<file path="src/rtl/ddr2_conv_pkg.sv">
// ddr2_conv_pkg
//   Shared definitions for the user-to-MIG DDR2 bridge:
//   - one-hot FSM state encoding (WAIT_INIT, IDLE, WRITE)
//   - helpers deriving the user data width, the mask width and the
//     beat-counter width from the APP_DW / BEATS parameters.
package ddr2_conv_pkg;

  localparam logic [2:0] WAIT_INIT = 3'b001;
  localparam logic [2:0] IDLE      = 3'b010;
  localparam logic [2:0] WRITE     = 3'b100;

  // Full user word width: BEATS MIG beats side by side.
  function automatic int uw_of(input int beats, input int app_dw);
    return beats * app_dw;
  endfunction

  // One mask bit per user data byte.
  function automatic int mask_w_of(input int beats, input int app_dw);
    return (beats * app_dw) / 8;
  endfunction

  // Beat counter width; kept at least one bit so BEATS=1 still builds.
  function automatic int bcnt_w_of(input int beats);
    return (beats > 1) ? $clog2(beats) : 1;
  endfunction

endpackage

</file>
<file path="src/rtl/ddr2_rd_gather.sv">
// ddr2_rd_gather
//   Collects BEATS MIG read beats into one user-width word. The first beat
//   lands in the most-significant slice. valid pulses for one cycle after
//   the last beat; data_o holds until the next word completes. A beat that
//   arrives while no read is outstanding is dropped and sets sticky rd_err.
// Ports:
//   CLK, RST             clock, asynchronous active-low reset
//   rd_data_valid        MIG read beat valid
//   rd_data_fifo_out     MIG read beat
//   none_pending         no read request is outstanding
//   valid, data_o        gathered word strobe and data
//   rd_err               sticky spurious-beat flag
module ddr2_rd_gather
  import ddr2_conv_pkg::*;
#(
  parameter  int APP_DW = 128,
  parameter  int BEATS  = 2,
  localparam int UW     = uw_of(BEATS, APP_DW),
  localparam int BCW    = bcnt_w_of(BEATS)
) (
  input  logic              CLK,
  input  logic              RST,
  input  logic              rd_data_valid,
  input  logic [APP_DW-1:0] rd_data_fifo_out,
  input  logic              none_pending,
  output logic              valid,
  output logic [UW-1:0]     data_o,
  output logic              rd_err
);

  logic [UW-1:0]  gbuf_q;
  logic [BCW-1:0] gcnt_q;
  logic           take;
  logic           last;
  logic [UW-1:0]  gnext;

  assign take  = rd_data_valid & ~none_pending;
  assign last  = (gcnt_q == BCW'(BEATS - 1));
  // Earlier beats move up one slice; the new beat fills the bottom slice.
  assign gnext = (gbuf_q << APP_DW) | UW'(rd_data_fifo_out);

  // NOTE: the gather buffer is reset so an abandoned partial word can never
  // leak into the next gathered word after a mid-burst reset.
  always_ff @(posedge CLK or negedge RST) begin
    if (!RST) begin
      gbuf_q <= '0;
      gcnt_q <= '0;
      valid  <= 1'b0;
      data_o <= '0;
      rd_err <= 1'b0;
    end else begin
      valid <= take & last;
      if (rd_data_valid & none_pending) rd_err <= 1'b1;
      if (take) begin
        if (last) begin
          data_o <= gnext;
          gbuf_q <= '0;
          gcnt_q <= '0;
        end else begin
          gbuf_q <= gnext;
          gcnt_q <= gcnt_q + BCW'(1);
        end
      end
    end
  end

endmodule

</file>
<file path="src/rtl/ddr2_convert_gen.sv">
// ddr2_convert_gen
//   User-to-MIG bridge for the DDR2 application interface. One user request
//   per handshake becomes one address-FIFO command; writes are sliced into
//   BEATS write-data beats (MS slice first), reads are gathered back into one
//   user word, and a credit counter caps outstanding reads at MAX_RD.
//   All MIG-side outputs are registered (one cycle after ack).
// Build option:
//   DDR2_CONVERT_WDF_STALL_EN  when defined, write beats 1..BEATS-1 wait
//                              while app_wdf_afull is high; otherwise they
//                              are emitted on consecutive cycles regardless.
// Ports:
//   CLK, RST                   clock, asynchronous active-low reset
//   req/ack/addr/read          user request handshake (ack combinational)
//   data_i/mask                user write data and byte mask (1=masked)
//   valid/data_o               gathered read word
//   rd_pending/rd_err          outstanding reads, sticky spurious-beat flag
//   phy_init_done              MIG calibration complete
//   app_af_*                   MIG address FIFO
//   app_wdf_*                  MIG write-data FIFO
//   rd_data_valid/_fifo_out    MIG read return
module ddr2_convert_gen
  import ddr2_conv_pkg::*;
#(
  parameter  int APP_DW = 128,
  parameter  int BEATS  = 2,
  parameter  int ADDR_W = 31,
  parameter  int MAX_RD = 8,
  localparam int UW     = uw_of(BEATS, APP_DW),
  localparam int MW     = mask_w_of(BEATS, APP_DW),
  localparam int PW     = $clog2(MAX_RD + 1),
  localparam int BCW    = bcnt_w_of(BEATS)
) (
  input  logic                CLK,
  input  logic                RST,
  input  logic                req,
  output logic                ack,
  input  logic [ADDR_W-1:0]   addr,
  input  logic                read,
  input  logic [UW-1:0]       data_i,
  input  logic [MW-1:0]       mask,
  output logic                valid,
  output logic [UW-1:0]       data_o,
  output logic [PW-1:0]       rd_pending,
  output logic                rd_err,
  input  logic                phy_init_done,
  output logic                app_af_wren,
  input  logic                app_af_afull,
  output logic [ADDR_W-1:0]   app_af_addr,
  output logic                app_af_read,
  output logic                app_wdf_wren,
  input  logic                app_wdf_afull,
  output logic [APP_DW-1:0]   app_wdf_data,
  output logic [APP_DW/8-1:0] app_wdf_mask_data,
  input  logic                rd_data_valid,
  input  logic [APP_DW-1:0]   rd_data_fifo_out
);

  localparam int BMW = APP_DW / 8;

  logic [2:0]     state;
  logic [UW-1:0]  wdata_q;
  logic [MW-1:0]  wmask_q;
  logic [BCW-1:0] wbeat_q;
  logic           wr_emit;
  logic           wr_last;
  logic           rd_ack;
  logic           wr_ack;

  // NOTE: every always_comb output gets a default first so no path can
  // leave it unassigned and infer a latch.
  always_comb begin
    ack = 1'b0;
    if (state == IDLE)
      ack = req & ~app_af_afull & ~app_wdf_afull &
            (~read | (rd_pending < PW'(MAX_RD)));
  end

  assign rd_ack = ack & read;
  assign wr_ack = ack & ~read;

`ifdef DDR2_CONVERT_WDF_STALL_EN
  assign wr_emit = (state == WRITE) & ~app_wdf_afull;
`else
  assign wr_emit = (state == WRITE);
`endif

  assign wr_last = (wbeat_q == BCW'(BEATS - 1));

  // NOTE: state and registered outputs use non-blocking assignments so every
  // flop samples the pre-edge values regardless of statement order.
  always_ff @(posedge CLK or negedge RST) begin
    if (!RST) begin
      state             <= WAIT_INIT;
      app_af_wren       <= 1'b0;
      app_af_addr       <= '0;
      app_af_read       <= 1'b0;
      app_wdf_wren      <= 1'b0;
      app_wdf_data      <= '0;
      app_wdf_mask_data <= '0;
      wdata_q           <= '0;
      wmask_q           <= '0;
      wbeat_q           <= '0;
    end else begin
      app_af_wren  <= ack;
      app_wdf_wren <= wr_ack | wr_emit;
      if (ack) begin
        app_af_addr <= addr;
        app_af_read <= read;
      end
      case (state)
        WAIT_INIT: if (phy_init_done) state <= IDLE;
        IDLE: begin
          if (wr_ack) begin
            // Beat 0 goes out with the command; the rest is kept pre-shifted
            // so the next beat is always the top slice of the holding reg.
            app_wdf_data      <= data_i[UW-1 -: APP_DW];
            app_wdf_mask_data <= mask[MW-1 -: BMW];
            wdata_q           <= data_i << APP_DW;
            wmask_q           <= mask << BMW;
            wbeat_q           <= BCW'(1);
            if (BEATS > 1) state <= WRITE;
          end
        end
        WRITE: begin
          if (wr_emit) begin
            app_wdf_data      <= wdata_q[UW-1 -: APP_DW];
            app_wdf_mask_data <= wmask_q[MW-1 -: BMW];
            wdata_q           <= wdata_q << APP_DW;
            wmask_q           <= wmask_q << BMW;
            if (wr_last) begin
              wbeat_q <= '0;
              state   <= IDLE;
            end else begin
              wbeat_q <= wbeat_q + BCW'(1);
            end
          end
        end
        default: state <= WAIT_INIT;
      endcase
    end
  end

  // Read credits: a read ack and a completed word in the same cycle cancel.
  always_ff @(posedge CLK or negedge RST) begin
    if (!RST) begin
      rd_pending <= '0;
    end else begin
      case ({rd_ack, valid})
        2'b10:   rd_pending <= rd_pending + PW'(1);
        2'b01:   rd_pending <= rd_pending - PW'(1);
        default: rd_pending <= rd_pending;
      endcase
    end
  end

  ddr2_rd_gather #(
    .APP_DW (APP_DW),
    .BEATS  (BEATS)
  ) u_gather (
    .CLK              (CLK),
    .RST              (RST),
    .rd_data_valid    (rd_data_valid),
    .rd_data_fifo_out (rd_data_fifo_out),
    .none_pending     (rd_pending == '0),
    .valid            (valid),
    .data_o           (data_o),
    .rd_err           (rd_err)
  );

endmodule
</file>
<file path="config.mk">
export PLATFORM = sky130hd
export DESIGN_NAME = ddr2_convert_gen
export DESIGN_NICKNAME = d
export VERILOG_FILES = /design/src/rtl/ddr2_conv_pkg.sv /design/src/rtl/ddr2_rd_gather.sv /design/src/rtl/ddr2_convert_gen.sv
export SDC_FILE = /design/constraint.sdc
export NUM_CORES = 1
export LEC_CHECK = 0
export ABC_AREA = 1
export ABC_CLOCK_PERIOD_IN_PS = 3500
export CORE_AREA = 2 2 348 350
export CTS_CLUSTER_SIZE = 14
export DETAILED_ROUTE_END_ITERATION = 8
export DIE_AREA = 0 0 350 352
export PLACE_DENSITY_LB_ADDON = 0.25
export RECOVER_POWER = 100
export SLEW_MARGIN = 5
export SYNTH_ARGS = -nofsm -noshare
export SYNTH_HDL_FRONTEND = slang
export SYNTH_SLANG_ARGS = --single-unit
</file>
<file path="constraint.sdc">
create_clock -name CLK -period 3.5 [get_ports CLK]
set_input_delay 0.7 -clock CLK [delete_from_list [all_inputs] [get_ports CLK]]
set_output_delay 0.7 -clock CLK [all_outputs]
set_load 0.005 [all_outputs]
</file>
# After elaboration in Yosys (flattened, before gate mapping)
# Index checks and enable logic that the tools add are counted.
# classes
mux	19
add_sub_neg	4
n_lt_le_gt_ge	1
reduce_logical	6
n_eq_ne	8
n_bitwise	15
# op_table
cell	count
256-bit case mux with 2 select lines	1
128-bit two-way mux	2
256-bit two-way mux	1
256-bit by 128-bit OR with 256-bit output	1
128-bit case mux with 2 select lines	1
32-bit case mux with 2 select lines	1
32-bit two-way mux	1
16-bit case mux with 2 select lines	1
16-bit two-way mux	1
3-bit two-way mux	3
3-bit case mux with 3 select lines	1
1-bit bitwise AND	8
4-bit case mux with 2 select lines	1
2-bit inequality test (second input constant)	3
4-bit by 1-bit adder with 4-bit output (second input constant)	1
4-bit zero test	1
4-bit less-than comparator (second input constant)	1
1-bit two-way mux	4
1-bit inverter	4
2-bit AND reduction	2
2-bit nonzero test	2
4-bit by 1-bit subtractor with 4-bit output (second input constant)	1
3-bit by 1-bit == test with 1-bit output (second input constant)	1
3-bit by 2-bit == test with 1-bit output (second input constant)	1
7 further kinds	9
# totals
in_bits	455
out_inout_bits	441
reg_bits	861

# Longest topological paths before layout
# Gate-level depths: netlist of run 1.
# depth
word_depth	8
depth_mapped	15
ltp_nobuf	15

# Cells and area by module
# Synthesis of run 1 repeated with hierarchy kept, for this count alone.
# unflattened
cells_unflattened	3886
hier_area_um2	31425.1
# modules_own_cells
module	seq_area_each_um2	instances	area_each_um2	cells_each
ddr2_rd_gather	9684.3	1	16493.3	1961
ddr2_convert_gen	8259.2	1	14931.8	1925

# Worst setup path before layout of run 1
# Ideal clock, no wire load.
# synth_path
path_type	input to register
start	input port app_wdf_afull
end	register rd_pending[2]
setup_slack_ps	1192
t_arrival_ps	2179
setup_ps	128
required_ps	3372
stages	13
n_path_buf	0
cell_sequence	inv_1 > nand3_1 > a21oi_1 > nand2_1 > inv_1 > nand2_1 > ha_1 > nand2_1 > nand2_1 > ha_1 > a21oi_1 > xor2_1 > o21ai_0
# synth_between
elab_chain_cells	7
word_cells_on_any_way	9
# synth_lines
item	line_no	source
from (decl)	ddr2_convert_gen.sv:51	input logic app_wdf_afull,
1-bit inverter *	ddr2_convert_gen.sv:74	ack = req & ~app_af_afull & ~app_wdf_afull &
1-bit bitwise AND * (2 in a row)	ddr2_convert_gen.sv:74	
1-bit two-way mux *	ddr2_convert_gen.sv:73	if (state == IDLE)
1-bit bitwise AND *	ddr2_convert_gen.sv:78	assign rd_ack = ack & read;
2-bit by 1-bit == test with 1-bit output / 2-bit == test (equally long branches)	ddr2_convert_gen.sv:148	case ({rd_ack, valid})
4-bit case mux with 2 select lines / 2-bit nonzero test (equally long branches)	n/a	
to (signal assigned)	ddr2_convert_gen.sv:149	2'b10: rd_pending <= rd_pending + PW'(1);
to (signal assigned)	ddr2_convert_gen.sv:150	2'b01: rd_pending <= rd_pending - PW'(1);
to (signal assigned)	ddr2_convert_gen.sv:151	default: rd_pending <= rd_pending;
to (decl)	ddr2_convert_gen.sv:43	output logic [PW-1:0] rd_pending,
# Every way passes the cells marked *; elsewhere a longest branch is shown, timed or not.
# A chain may end at the register's enable or synchronous reset.

# Final worst setup path of run 1
# layout_path
start	input port req
end	output port ack
# layout_between
elab_chain_cells	4
# layout_lines
item	line_no	source
from (decl)	ddr2_convert_gen.sv:35	input logic req,
1-bit bitwise AND (3 in a row)	ddr2_convert_gen.sv:74	
1-bit two-way mux	ddr2_convert_gen.sv:73	
to (decl)	ddr2_convert_gen.sv:36	output logic ack,
# No other way between the ends.

==> results of run 1 <==
## registers in the layout (all words and copies together), names as in the netlist
| register | cells |
|---|---|
| u_gather.gbuf_q | 128 |
| app_af_read | 1 |
| u_gather.gcnt_q | 1 |
| state | 3 |
| wbeat_q | 1 |
| wmask_q | 16 |
| u_gather.rd_err | 1 |
| app_af_addr | 31 |
| app_af_wren | 1 |
| app_wdf_wren | 1 |
| app_wdf_data | 128 |
| app_wdf_mask_data | 16 |
| u_gather.valid | 1 |
| u_gather.data_o | 256 |
| wdata_q | 128 |
| rd_pending | 4 |
## layout make-up
class,instances,share of cell area
timing repair buffer,969,0.222
multi-input combinational,2596,0.248
clock inverter,27,0.00725
clock buffer,123,0.0574
tap,1612,0.0467
inverter,19,0.00203
sequential,717,0.416
antenna,14,0.000812
## Yosys cell counts, drive strengths merged
library cell / count
nor2: 4
nor3: 2
nand3b: 2
clkbuf: 121
inv: 19
nand2: 1894
nand3: 297
dfrtp: 716
xnor2: 1
nand4: 1
buf: 137
dfstp: 1
a21oi: 2
o21a: 1
xor2: 2
o21bai: 1
ha: 3
o21ai: 386
## metrics by stage
step / hold slack (ns) / cell area (µm²)
3_3_place_gp: 0.455 / 40600
4_1_cts: 0.0698 / 43400
5_1_grt: 0.490 / 43200
6_report: 0.452 / 43200
2_1_floorplan: 0.404 / 29900
3_5_place_dp: 0.458 / 40600
## critical path, stage by stage
cell and delay (ns):
dlygate4sd3_1 0.55, nand3_1 0.13, a21oi_1 0.13, clkbuf_1 0.18
nand2_1 0.09, inv_1 0.18, clkdlybuf4s50_1 0.56
## placed cells by master (no fill, tap or decap), drive strengths merged
master         synthesis  routed
diode                  0      14
clkinvlp               0       3
dfstp                  1       1
dfrtp                716     716
inv                   19      19
dlygate4sd3            0     441
nor3                   2       2
a21oi                  2       2
ha                     3       3
xnor2                  1       1
buf                  137      37
nand4                  1       1
nand3b                 2       2
clkinv                 0      21
clkdlybuf4s50          0     453
nand2               1894    1894
o21a                   1       1
o21bai                 1       1
xor2                   2       2
clkbuf               121     161
o21ai                386     386
nand3                297     297
nor2                   4       4
bufinv                 0       3
## per-layer routing
layer  global-route usage  vias to the layer above  routed length (µm)
met2                0.279                      779               51700
met5                    0                        -                  77
met3               0.0528                      165                9030
met1                0.209                    12700               43900
met4               0.0611                       12                2930
li1                     -                    13000                   -
## how the worst max path moves through the flow
stage	endpoint	slack, ns	cells after the start	from
after floorplan	rd_pending[2]	1.19	13	app_wdf_afull
after global placement	ack	0.39	7	req
after detailed placement	ack	0.40	7	req
after CTS	ack	0.40	7	req
after global routing	u_gather.gbuf_q[127]	0.16	4	u_gather.gcnt_q
final	ack	0.29	7	req
## cell families (layout without fill, tap and decap cells)
| group | count (synthesis) | count (layout) | share of synthesized area |
|---|---|---|---|
| AOI/OAI and AO/OA | 390 | 390 | 0.0655 |
| adders and majority gates | 3 | 3 | 0.00126 |
| and+or+nand+nor | 2200 | 2200 | 0.290 |
| DFF | 717 | 717 | 0.601 |
| other | 0 | 14 | 0 |
| buffers and inverters | 277 | 1138 | 0.0410 |
| xor gates and xnor gates | 3 | 3 | 0.000880 |
## power by group
| group | internal (mW) | total (mW) | switching (mW) |
|---|---|---|---|
| logic | 5.31 | 11.0 | 5.68 |
| clock network | 5.16 | 8.87 | 3.71 |
| registers | 12.1 | 14.1 | 1.99 |
| total | 22.5 | 33.9 | 11.4 |
==> impl_metrics.yaml, run 1 <==
cts:
  clock_sinks: 717
  htree_levels: 3
  cts_resized: 0
  worstSkewPairLatency_ns: 0.66
  clkTransAtPathRegs_ns: 0.06
  cts_tree: "done"
  cts_made_buffers: 85
  ctsHoldBuffers: 0
  clockBufferDepth: 3
  cts_root_buf: "clkbuf_16"
  postCtsSetupBuffers: 0
sta:
  setup_ws_ns: 0.285
  maxSlewHeadroom: -0.502
  setup_viol: 0
  slew_violations: 349
  rsz0062_at_grt: "false"
  tightest_slew_ns: 2.25
  hold_viol_final: 0
  fin_crit_sh: 0.919
  fin_crit_ns: 3.21
  setup_tns_ns: 0
  fmax_mhz: 311
  finalClockSkew_ns: 0.0339
logic_synthesis:
  avgSynthCellArea_um2: 8.32
  ys_seq_area_frac: 0.601
  syn-num-nets: 4048
  ys_ff_latch: 717
  yosysTopAreaCell: "dfrtp_1"
  yosysWarnings: 0
  synth_area_leaders: "dfrtp_1 60%, nand2_1 24%, o21ai_0 6.5%"
  synthDistinctLibCells: 24
  synth_cells: 3590
  syn_area_um2: 29900
  synth_top_area_share: 0.600
global_routing:
  antenna_found_initial: 23
  grt_usage: 0.170
  grt_pass1_wl_mm: 164
  grt_pass1_vias: 26700
  overflow: 0
  grt_max_degree: 171
placement:
  portBuffers: 895
  gp_congestion: 0.816
  place_ws_ns: 0.405
  place_inst: 5913
  dp_hpwl_mm: 73.8
outcome:
  status: "finished with violations"
  violations: "max-capacitance violations, max-slew violations"
routing:
  drt-total-wl_mm: 108
  drc_errors: 0
  antenna_left: 0
  vias: 26600
  routed_via_density: 4.38
  wl_per_cell_um: 17.7
  drtIter0Drc: 1824
  dr.pass1.iters: 5
run:
  timing.max_cap.violations: 4
critical_path:
  endpoint_kind: "primary output"
  worstSetupPathType: "primary input to primary output"
  crit_required_ns: 2.80
  reg2reg_slack_ns: 0.49
  r2r_end: "state[1]"
  r2r-start: "state[1]"
  arrival_ns: 2.51
  cp_max_fo: 4
  cp-start-kind: "primary input"
  r2r_cells: 7
min_path:
  hold_class: "flop to flop"
  holdPathEnd: "u_gather.data_o[148]"
  min_path_cells: 2
  min_from: "u_gather.gbuf_q[20]"
power:
  p_leak_nw: 21.1
  power.density_nw_per_um2: 786
  ir_drop_v: 0.000407
  finalPower_mw: 33.9
floorplanning:
  die_area_um2: 123000
  die_h_um: 352
  ioPinCount: 896
  core_um2: 119000
  fp.dieW_um: 350
  rows: 127
  initial_utilization: 0.250
layout:
  nets: 4846
  fin_cells: 6077
  area_growth_pct: 44.6
  multi_input_comb_area_um2: 10700
  postLayoutCoreUtil: 0.362
  nFillCells: 12300
  regArea_um2: 17900
  drive_gt1_frac: 0.0454
(Power assumes the default switching activity.)
==> inputs of run 2 (changes only) <==
ABC_CLOCK_PERIOD_IN_PS = 3600   (was 3500)
CORE_AREA = not set   (was 2 2 348 350)
CORE_MARGIN = 2   (was not set)
CORE_UTILIZATION = 25   (was not set)
DIE_AREA = not set   (was 0 0 350 352)
clock period = 3.6 ns   (was 3.5 ns; I/O delays follow)
==> run 2 against run 1 <==
Compared with the run above:
- clock power hardly changed
- highest routed layer unchanged
- the flow still finishes with violations (max-capacitance violations, max-slew violations)
- utilization rose by 0.45 points
- critical path type unchanged
- flip-flop and latch count unchanged
==> impl_metrics.yaml, run 2 (synthesis results as in run 1) <==
layout:
  nets: 4841
  layout_commonest_cell: "nand2_1"
  nFillCells: 12300
  drive_gt1_frac: 0.0463
  area_growth_pct: 45.0
  top_register: "u_gather.data_o"
  final_cell_mix: "1893 x nand2_1, 716 x dfrtp_1, 453 x clkdlybuf4s50_1"
  largest_reg_flops: 256
  postLayoutCoreUtil: 0.366
critical_path:
  crit_required_ns: 2.88
  worstSetupPathType: "primary input to primary output"
  reg2reg_slack_ns: 0.50
  r2r_end: "u_gather.gbuf_q[58]"
  crit_start: "app_wdf_afull"
  cp-start-kind: "primary input"
  arrival_ns: 2.64
  endpoint_kind: "primary output"
  r2r_cells: 5
  cp_max_fo: 4
  r2r-start: "rd_pending[3]"
floorplanning:
  die_h_um: 350
  initial_utilization: 0.252
  core_um2: 118000
  die_area_um2: 122000
  fp.dieW_um: 350
  rows: 126
  ioPinCount: 896
sta:
  hold_viol_final: 0
  fin_crit_sh: 0.932
  setup_tns_ns: 0
  slew_violations: 575
  tightest_slew_ns: 3.10
  fmax_mhz: 298
  holdWs_ns: 0.464
  rsz0062_at_grt: "false"
  setup_ws_ns: 0.244
  maxSlewHeadroom: -1.07
  setup_viol: 0
  finalClockSkew_ns: 0.0222
  fin_crit_ns: 3.36
min_path:
  hold_class: "flop to flop"
  min_path_cells: 2
  holdPathEnd: "u_gather.data_o[200]"
  min_from: "u_gather.gbuf_q[72]"
cts:
  cts_resized: 0
  worstSkewPairLatency_ns: 0.65
  cts_made_buffers: 86
  clockBufferDepth: 3
  clkTransAtPathRegs_ns: 0.06
  ctsHoldBuffers: 0
  htree_levels: 3
  cts_tree: "done"
  postCtsSetupBuffers: 0
  clock_sinks: 717
  cts_root_buf: "clkbuf_16"
placement:
  portBuffers: 895
  dp_hpwl_mm: 72.7
  place_ws_ns: 0.373
  gp_congestion: 0.841
routing:
  vias: 26400
  drtIter0Drc: 1629
  drc_errors: 0
  routed_via_density: 4.40
  wl_per_cell_um: 17.8
  dr.pass1.iters: 5
  antenna_left: 0
  drt-total-wl_mm: 107
power:
  p_leak_nw: 21.2
  ir_drop_v: 0.000411
  power.density_nw_per_um2: 768
  finalPower_mw: 33.2
global_routing:
  overflow: 0
  grt_usage: 0.167
  grt_pass1_wl_mm: 160
  grt_pass1_vias: 25900
  antenna_found_initial: 21
  grt_max_degree: 182
run:
  timing.max_cap.violations: 8
outcome:
  violations: "max-capacitance violations, max-slew violations"
  status: "finished with violations"
-- run 2: cell type report --
class	instances	area (µm²)	area share
clock buffers	125	2510	0.0580
well taps	1536	1920	0.0444
flip-flops and latches	717	17900	0.414
clock inverters	32	370	0.00855
repair buffers	963	9720	0.224
inverters	19	87.6	0.00202
multi-input cells	2596	10700	0.247
diodes	17	42.5	0.000982
-- run 2: routing by layer --
metal | part of all wire | GRT usage | vias to the layer above
met4 | 0.032 | 0.0669 | 8
met3 | 0.077 | 0.0522 | 165
met2 | 0.48 | 0.273 | 721
met1 | 0.41 | 0.205 | 12500
li1 | - | - | 13000
met5 | 0.00048 | 0 | -
-- run 2: worst max path at each step --
stage	endpoint	cells after the start
3_3_place_gp	ack	6
2_1_floorplan	rd_pending[2]	13
4_1_cts	ack	6
3_5_place_dp	ack	6
6_report	ack	7
5_1_grt	ack	7
-- run 2: worst max-delay path: stages --
cell and delay, ns:
dlygate4sd3_1 0.54, inv_1 0.05, nand3_1 0.17, a21oi_1 0.31, nand2_1 0.11, inv_1 0.19, clkdlybuf4s50_1 0.54
-- run 2: through the flow --
| step | instance area, µm² | cells |
|---|---|---|
| after floorplan | 29900 | 3590 |
| final | 43300 | 6005 |
| after detailed placement | 40600 | 5831 |
| after CTS | 43400 | 5988 |
| after global placement | 40600 | 5831 |
| after global routing | 43300 | 6005 |
-- run 2: report_power, final --
part | leakage, nW | internal (mW) | switching, mW
Clock | 1.42 | 5.23 | 3.63
Combinational | 10.8 | 5.20 | 5.57
Sequential | 8.97 | 11.7 | 1.87
==> inputs of run 3 (changes only) <==
CORE_AREA = 2 2 349 351   (was not set)
CORE_MARGIN = not set   (was 2)
CORE_UTILIZATION = not set   (was 25)
DIE_AREA = 0 0 351 353   (was not set)
==> run 3 against run 2 <==
Compared with the run above:
- the flow still finishes with violations (max-capacitance violations, max-slew violations)
- utilization shrank 0.73 points
- maximum frequency shrank 0.38%
- clock skew grew 0.011 ns
- flip-flop and latch count is the same
- combinational power is essentially flat
- via count grew 0.73%
- clock-buffer cell count grew 11
- sequential share of layout area is essentially flat
==> impl_metrics.yaml, run 3 (synthesis results as in run 1) <==
layout:
  largest_reg_flops: 256
  area_growth_pct: 45.0
  top_register: "u_gather.data_o"
  nets: 4857
  nFillCells: 12500
  multi_input_comb_area_um2: 10700
  drive_gt1_frac: 0.0437
  final_cell_mix: "1893 x nand2_1, 716 x dfrtp_1, 452 x clkdlybuf4s50_1"
  layout_commonest_cell: "nand2_1"
  regArea_um2: 17900
placement:
  gp_congestion: 0.845
  dp_hpwl_mm: 73.4
  portBuffers: 895
sta:
  rsz0062_at_grt: "false"
  tightest_slew_ns: 2.62
  finalClockSkew_ns: 0.0331
  fin_crit_ns: 3.37
  slew_violations: 533
  maxSlewHeadroom: -0.743
  setup_viol: 0
  setup_tns_ns: 0
  fmax_mhz: 297
  fin_crit_sh: 0.936
  hold_viol_final: 0
critical_path:
  worstSetupPathType: "primary input to primary output"
  crit_required_ns: 2.88
  endpoint_kind: "primary output"
  arrival_ns: 2.65
  cp_max_fo: 3
  cp-start-kind: "primary input"
routing:
  routed_via_density: 4.36
  dr.pass1.iters: 7
  drt-total-wl_mm: 107
  wl_per_cell_um: 17.6
  antenna_left: 0
  drc_errors: 0
  drtIter0Drc: 1910
  vias: 26600
floorplanning:
  ioPinCount: 896
  fp.dieW_um: 351
  initial_utilization: 0.248
  die_area_um2: 124000
  core_um2: 121000
  die_h_um: 353
  rows: 128
global_routing:
  grt_max_degree: 174
  grt_usage: 0.167
  overflow: 0
  grt_pass1_vias: 26200
  antenna_found_initial: 13
  grt_pass1_wl_mm: 162
cts:
  ctsHoldBuffers: 0
  cts_tree: "done"
  clock_sinks: 717
  postCtsSetupBuffers: 0
  cts_resized: 0
  cts_root_buf: "clkbuf_16"
  cts_made_buffers: 87
  htree_levels: 3
  worstSkewPairLatency_ns: 0.66
  clockBufferDepth: 3
  clkTransAtPathRegs_ns: 0.06
power:
  ir_drop_v: 0.000484
  p_leak_nw: 21.2
  finalPower_mw: 33.1
  power.density_nw_per_um2: 765
run:
  timing.max_cap.violations: 5
min_path:
  hold_class: "flop to flop"
outcome:
  status: "finished with violations"
  violations: "max-capacitance violations, max-slew violations"
run 3: area by class of cell:
| type | instances | share of cell area |
|---|---|---|
| sequential | 717 | 0.415 |
| multi-input combinational | 2596 | 0.248 |
| timing repair buffer | 978 | 0.223 |
| clock buffer | 136 | 0.0601 |
| tap | 1625 | 0.0470 |
| clock inverter | 16 | 0.00506 |
| inverter | 19 | 0.00191 |
| antenna | 12 | 0.000694 |
run 3: worst max-delay path: stages:
cell and delay, ns:
dlygate4sd3_1 0.66, a21oi_1 0.21, clkbuf_1 0.19, nand2_1 0.09
inv_1 0.17, dlygate4sd3_1 0.60
run 3: per-layer routing:
metal,up-vias,GRT usage,share of wire
li1,13000,-,-
met1,12700,0.210,0.42
met2,714,0.275,0.48
met3,164,0.0417,0.068
met4,4,0.0625,0.029
met5,-,0,0.00032
run 3: power by group:
part	internal (mW)	switching [mW]	total (mW)
clock	5.12	3.62	8.74
sequential	11.7	1.91	13.7
combinational	5.16	5.54	10.7
total	22.0	11.1	33.1
run 3: stage by stage:
step,cells,utilization,hold WS (ns),worst slack [ns],instance area [µm²]
2_1_floorplan,3590,-,0.424,1.27,29900
3_3_place_gp,5935,0.338,0.457,0.387,40800
3_5_place_dp,5935,0.338,0.458,0.375,40800
4_1_cts,6087,0.361,0.0900,0.359,43600
5_1_grt,6098,0.359,0.472,0.154,43300
6_report,6099,0.359,0.463,0.232,43300
run 3: path summary, 6_finish.rpt:
| check | start | slack [ns] | endpoint | cells past startpoint |
|---|---|---|---|---|
| setup / recovery | read | 0.23 | ack | 6 |
| hold / removal | u_gather.gbuf_q[48] | 0.46 | u_gather.data_o[176] | 2 |
| setup reg to reg | rd_pending[3] | 0.45 | u_gather.data_o[218] | 6 |
| hold reg to reg | u_gather.gbuf_q[48] | 0.46 | u_gather.data_o[176] | 2 |
| max in group asynchronous | RST | 0.55 | app_wdf_data[77] | 3 |
| min in group asynchronous | RST | 0.88 | wdata_q[157] | 1 |
